[src/rtl/pipe_pkg.sv]
// Shared pipeline-stage definitions: occupancy state encoding and width,
// reused by every stage in the pipeline.
package pipe_pkg;
  localparam int OCC_W = 2;
  typedef logic [OCC_W-1:0] occ_t;

  typedef enum logic [1:0] {
    ST_EMPTY = 2'd0,
    ST_BUSY  = 2'd1,
    ST_FULL  = 2'd2
  } pipe_state_e;

  function automatic occ_t occ_of(input pipe_state_e s);
    case (s)
      ST_BUSY: return occ_t'(1);
      ST_FULL: return occ_t'(2);
      default: return occ_t'(0);
    endcase
  endfunction
endpackage

[src/rtl/pipe_skid_buf.sv]
// Single-entry skid register: load has priority over hold, clr over load.
module pipe_skid_buf #(
  parameter int                 DATA_W   = 160,
  parameter logic [DATA_W-1:0]  RST_DATA = '0
) (
  input  logic              clk,
  input  logic              rst,
  input  logic              load,
  input  logic              clr,
  input  logic [DATA_W-1:0] d,
  output logic [DATA_W-1:0] q
);
  always_ff @(posedge clk or posedge rst) begin
    if (rst)       q <= RST_DATA;
    else if (clr)  q <= RST_DATA;
    else if (load) q <= d;
  end
endmodule

[src/rtl/pipe_skid_stage.sv]
// Pipeline register stage with optional skid entry. Define
// PIPE_SKID_STAGE_SKID_EN for a 2-deep stage with registered in_ready.
module pipe_skid_stage
  import pipe_pkg::*;
#(
  parameter int                 DATA_W   = 160,
  parameter logic [DATA_W-1:0]  RST_DATA = '0
) (
  input  logic              clk,
  input  logic              rst,
  input  logic              flush,
  input  logic              bubble,
  input  logic              in_valid,
  output logic              in_ready,
  input  logic [DATA_W-1:0] in_data,
  output logic              out_valid,
  input  logic              out_ready,
  output logic [DATA_W-1:0] out_data,
  output occ_t              occupancy
);
  pipe_state_e       state_q, state_d;
  logic [DATA_W-1:0] main_q, main_d;
  logic              accept, deliver;

  assign out_valid = (state_q != ST_EMPTY);
  assign out_data  = main_q;
  assign occupancy = occ_of(state_q);
  assign accept    = in_valid & in_ready;
  assign deliver   = out_valid & out_ready;

`ifdef PIPE_SKID_STAGE_SKID_EN
  logic              skid_load, skid_clr;
  logic [DATA_W-1:0] skid_q;

  // Decoded from the state register only: no path from out_ready.
  assign in_ready = (state_q != ST_FULL) & ~bubble & ~rst;

  pipe_skid_buf #(.DATA_W(DATA_W), .RST_DATA(RST_DATA)) u_skid (
    .clk  (clk),
    .rst  (rst),
    .load (skid_load),
    .clr  (skid_clr),
    .d    (in_data),
    .q    (skid_q)
  );

  always_comb begin
    state_d   = state_q;
    main_d    = main_q;
    skid_load = 1'b0;
    skid_clr  = 1'b0;
    if (flush) begin
      state_d  = ST_EMPTY;
      main_d   = RST_DATA;
      skid_clr = 1'b1;
    end else begin
      case (state_q)
        ST_EMPTY: if (accept) begin
          state_d = ST_BUSY;
          main_d  = in_data;
        end
        ST_BUSY: begin
          if (accept && deliver) main_d = in_data;
          else if (deliver)      state_d = ST_EMPTY;
          else if (accept) begin
            state_d   = ST_FULL;
            skid_load = 1'b1;
          end
        end
        ST_FULL: if (deliver) begin
          state_d = ST_BUSY;
          main_d  = skid_q;
        end
        default: state_d = ST_EMPTY;
      endcase
    end
  end
`else
  // Single-entry stage: accept only when the slot is free or draining.
  assign in_ready = (~out_valid | out_ready) & ~bubble & ~rst;

  always_comb begin
    state_d = state_q;
    main_d  = main_q;
    if (flush) begin
      state_d = ST_EMPTY;
      main_d  = RST_DATA;
    end else begin
      case (state_q)
        ST_EMPTY: if (accept) begin
          state_d = ST_BUSY;
          main_d  = in_data;
        end
        ST_BUSY: begin
          if (accept)       main_d = in_data;
          else if (deliver) state_d = ST_EMPTY;
        end
        default: state_d = ST_EMPTY;
      endcase
    end
  end
`endif

  always_ff @(posedge clk or posedge rst) begin
    if (rst) begin
      state_q <= ST_EMPTY;
      main_q  <= RST_DATA;
    end else begin
      state_q <= state_d;
      main_q  <= main_d;
    end
  end
endmodule

[config.mk]
export PLATFORM = sky130hd
export DESIGN_NAME = pipe_skid_stage
export DESIGN_NICKNAME = d
export VERILOG_FILES = /design/src/rtl/pipe_pkg.sv /design/src/rtl/pipe_skid_buf.sv /design/src/rtl/pipe_skid_stage.sv
export SDC_FILE = /design/constraint.sdc
export NUM_CORES = 1
export LEC_CHECK = 0
export CAP_MARGIN = 40
export CORE_AREA = 2 2 127 129
export DETAILED_ROUTE_END_ITERATION = 16
export DIE_AREA = 0 0 129 131
export PLACE_DENSITY = 0.87
export SYNTH_ARGS = -nofsm -noshare
export SYNTH_HDL_FRONTEND = slang
export SYNTH_HIERARCHICAL = 1
export SYNTH_SLANG_ARGS = --single-unit
[constraint.sdc]
create_clock -name clk -period 6.2 [get_ports clk]
set_clock_uncertainty 0.15 [all_clocks]
set_input_delay 1.24 -clock clk [delete_from_list [all_inputs] [get_ports clk]]
set_output_delay 1.24 -clock clk [all_outputs]
set_load 0.01 [all_outputs]
After elaboration in Yosys (flattened, before gate mapping):

Cells that the tools add are included.

* flip-flop bits (word level): 162
* word-level logic and storage cells: 31

* eq/ne operators: 5
* muxes and demuxes: 9
* bitwise gates (word level): 8
* reduce and logical (&&, ||, !) cells: 7

Operators by type and width (number)
* 160-bit two-way mux: 3
* 3-bit inequality test, second input constant: 3
* 2-bit two-way mux: 4
* 2-bit one-hot mux with 2 select lines: 2
* 2-bit nonzero test: 3
* 1-bit AND: 4
* 1-bit inverter: 3
* 3-bit AND reduction: 1
* 2-bit by 1-bit == test with 1-bit output, second input constant: 1
* 2-bit == test, second input constant: 1
* 2-bit logical NOT: 1
* 2-bit AND reduction: 1
* 2-bit OR reduction: 1
* 1-bit bitwise OR: 1

Longest topological paths before layout:

* depth in word-level cells: 9
* gate-level depth with buffers: 6

Worst setup path before layout:

Ideal clock, no wire load.

* kind: input port to output port
* from: input port bubble
* to: output port in_ready
* arrival time: 1541 ps
* required time: 4810 ps
* setup slack: 3269 ps
* stages on the path: 1
* cell sequence: nor3_1

* longest elaborated chain between the ends: 3

Ends and longest elaborated chain
* start: declaration: RTL line pipe_skid_stage.sv:12 `input logic bubble,`
* 1-bit inverter: RTL line pipe_skid_stage.sv:80 `assign in_ready = (~out_valid | out_ready) & ~bubble & ~rst;`
* 1-bit AND (2 in series): RTL line pipe_skid_stage.sv:80
* end: declaration: RTL line pipe_skid_stage.sv:14 `output logic in_ready,`

Every way passes these cells.

Worst setup path in the final report:

* from: input port rst
* to: output port in_ready

* longest elaborated chain between the ends: 2

Ends and longest elaborated chain
* start: declaration: RTL line pipe_skid_stage.sv:10 `input logic rst,`
* 1-bit inverter: RTL line pipe_skid_stage.sv:80
* 1-bit AND: RTL line pipe_skid_stage.sv:80

Every way passes these cells.

==> impl_metrics.toml <==
[outcome]
status = "finished clean"

[hold_path]
hp-class = "reg -> reg"
hold_depth = 1

[synthesis]
yosys.area.top_type = "dfrtp_1"
ys.warnings.count = 6
ys_seq_elements = 161
synth.avg_cell_area_um2 = 15.7
syn-num-nets = 534
yosysUniqueCellTypes = 16
netlist_instances = 368
synth_area_leaders = "dfrtp_1 70%, a22o_1 24%, buf_6 2.2%, buf_2 1.5%, clkbuf_1 0.46%"
synth.top_cell.area_share_pct = 70.0
synth-seq-area-share_pct = 70.0
syn_area_mm2 = 0.00576

[global_routing]
grt_pass1_wl_mm = 26.0
grt_usage_pct = 20.0
grt_max_degree = 96
antenna_found_initial = 0
grt_overflow = 0
grt_pass1_vias = 4753

[critical_path]
cp_cell_sequence = "clkdlybuf4s50_1, nor3_1, clkdlybuf4s50_1"
crit_arrival_ps = 2670
required_ps = 4810
crit_type = "in -> out"
critPathMostFrequentCell = "clkdlybuf4s50_1"
cpMaxStageDelayCell = "clkdlybuf4s50_1"
r2r_slack_ps = 3830
crit_fanout = 3
r2r_start = "state_q[0]$_DFFE_PP0P_"
r2r-end = "out_data[122]$_DFFE_PP0P_"
cp-endpoint = "in_ready"
cpPeakStageDelay_ps = 600
endpoint_kind = "output pin"
crit_start = "rst"
r2r_cells = 4
start_kind = "input pin"

[placement]
post-place-ws_ps = 2110
gp_congestion = 0.799
hpwl_mm = 12.2
portBuffers = 328

[clock_tree]
cts_tree = "done"
clk_latency_ps = 410
post_cts_resized = 0
cts-root-buf = "clkbuf_16"
cts_buffers = 17
cts_max_level = 4
holdBufCountCts = 0
post_cts_buffers = 0
clock_sinks = 161
cts.clk_slew.worst_paths_ps = 60
cts_buffer_depth = 2

[detailed_routing]
first_iter_violations = 268
drt_first_pass_iters = 4
viasPerCell = 5.07
routed_wl_mm = 17.3
via_count = 4624
ant_nets = 0
drcViolationCount = 0
avgRoutedWirePerCell_um = 18.9

[floorplan]
coreArea_mm2 = 0.0156
die_x_um = 129
die-area_mm2 = 0.0169
num_io_pins = 330
start_util_pct = 36.9
chipHeight_um = 131
rows = 46

[timing]
tns_ps = 0
hold_violations = 0
finalSetupViolCount = 0
fmax_mhz = 246
finalMaxSlewViolations = 0
tightestPinTransition_ps = 966
finalWorstSetupSlack_ps = 2140
min_period_ps = 4060
slew_headroom_pct = 35.6
rsz0062_at_grt = "false"
fin_crit_sh_pct = 65.6

[final_layout]
layout-drive-gt1-share_pct = 5.75
final_core_util_pct = 62.4
syn_to_final_growth_pct = 69.0
fin_nets = 849
antenna_cells = 0

[power_and_ir_drop]
vdd_drop_max_v = 0.000177
power_density_mw_per_mm2 = 254
p_leak_uw = 0.00430

[flow_run]
maxCapViolations = 0
## worst max-delay path, delay by kind of cell
family,cells,cell delay (ps)
AND/OR/NAND/NOR,1,300
buffers and inverters,2,1140
## cells in the mapped netlist
cell type    n
nor3_1       1
nor2b_1      1
nor2_2       1
buf_6       11
nor2_1       1
clkbuf_1     7
inv_1        1
and4b_1      1
buf_4        2
conb_1       1
a22o_1     160
a21oi_1      1
a31oi_4      1
nand2b_4     1
buf_2       17
dfrtp_1    161
## area by class of cell
type,instances,area [um2]
Sequential cell,161,4030
Clock buffer,21,460
Tap cell,216,270
Fill cell,1122,5860
Clock inverter,11,154
Multi-Input combinational cell,169,1480
Timing Repair Buffer,333,3330
Inverter,1,8.76
## through the flow
step | total power, uW | hold slack [ps] | area [um2] | cells
after floorplan | 1220 | 383 | 5760 | 368
after global placement | 1410 | 331 | 9120 | 880
after detailed placement | 1420 | 331 | 9120 | 880
after CTS | 2490 | 352 | 9740 | 912
after global routing | 2570 | 359 | 9740 | 912
final | 2470 | 347 | 9740 | 912
## layer usage
layer | share of wire [%] | routed length [um] | global-route usage (%)
met4 | 1.8 | 316 | 7.67
met2 | 49 | 8500 | 33.1
met1 | 41 | 7070 | 25.3
met5 | 0 | 0 | 0
met3 | 7.9 | 1370 | 5.42
## where the power goes
part,switching (uW),leakage [uW],internal (uW)
Clock,412,0.000294,658
Combinational,111,0.00179,179
Sequential,22.4,0.00222,1080
Total,546,0.00430,1920
## placed cells by master (no fill, tap or decap), types with 2 or more instances in the layout
| cell type | Yosys | routed |
|---|---|---|
| clkinvlp_4 | 0 | 2 |
| dfrtp_1 | 161 | 161 |
| bufinv_16 | 0 | 3 |
| clkinv_4 | 0 | 4 |
| a22o_1 | 160 | 160 |
| buf_4 | 2 | 4 |
| clkbuf_8 | 0 | 2 |
| clkbuf_16 | 0 | 17 |
| inv_6 | 0 | 2 |
| clkdlybuf4s50_1 | 0 | 328 |
| clkbuf_1 | 7 | 2 |
## how the worst min path moves through the flow
stage / from / end / slack [ps]
floorplan: out_data[0]$_DFFE_PP0P_ / out_data[0]$_DFFE_PP0P_ / 380
global placement: out_data[35]$_DFFE_PP0P_ / out_data[35]$_DFFE_PP0P_ / 330
detailed placement: out_data[112]$_DFFE_PP0P_ / out_data[112]$_DFFE_PP0P_ / 330
CTS: out_data[14]$_DFFE_PP0P_ / out_data[14]$_DFFE_PP0P_ / 350
global route: out_data[140]$_DFFE_PP0P_ / out_data[140]$_DFFE_PP0P_ / 360
finish: out_data[104]$_DFFE_PP0P_ / out_data[104]$_DFFE_PP0P_ / 350
## kinds of logic (layout without fill, tap and decap cells)
group                  after synthesis  after routing  share of synthesized area, %
AOI/OAI and AO/OA                  162            162                          24.8
buffers and inverters               38            366                          4.41
DFF                                161            161                          70.0
other                                1              1                        0.0651
and+or+nand+nor                      6              6                         0.782
## registers in the layout, summed over array words and instances (netlist names)
| signal | count |
|---|---|
| out_data | 160 |
| state_q | 1 |
Power figures use the tool's default switching activity.
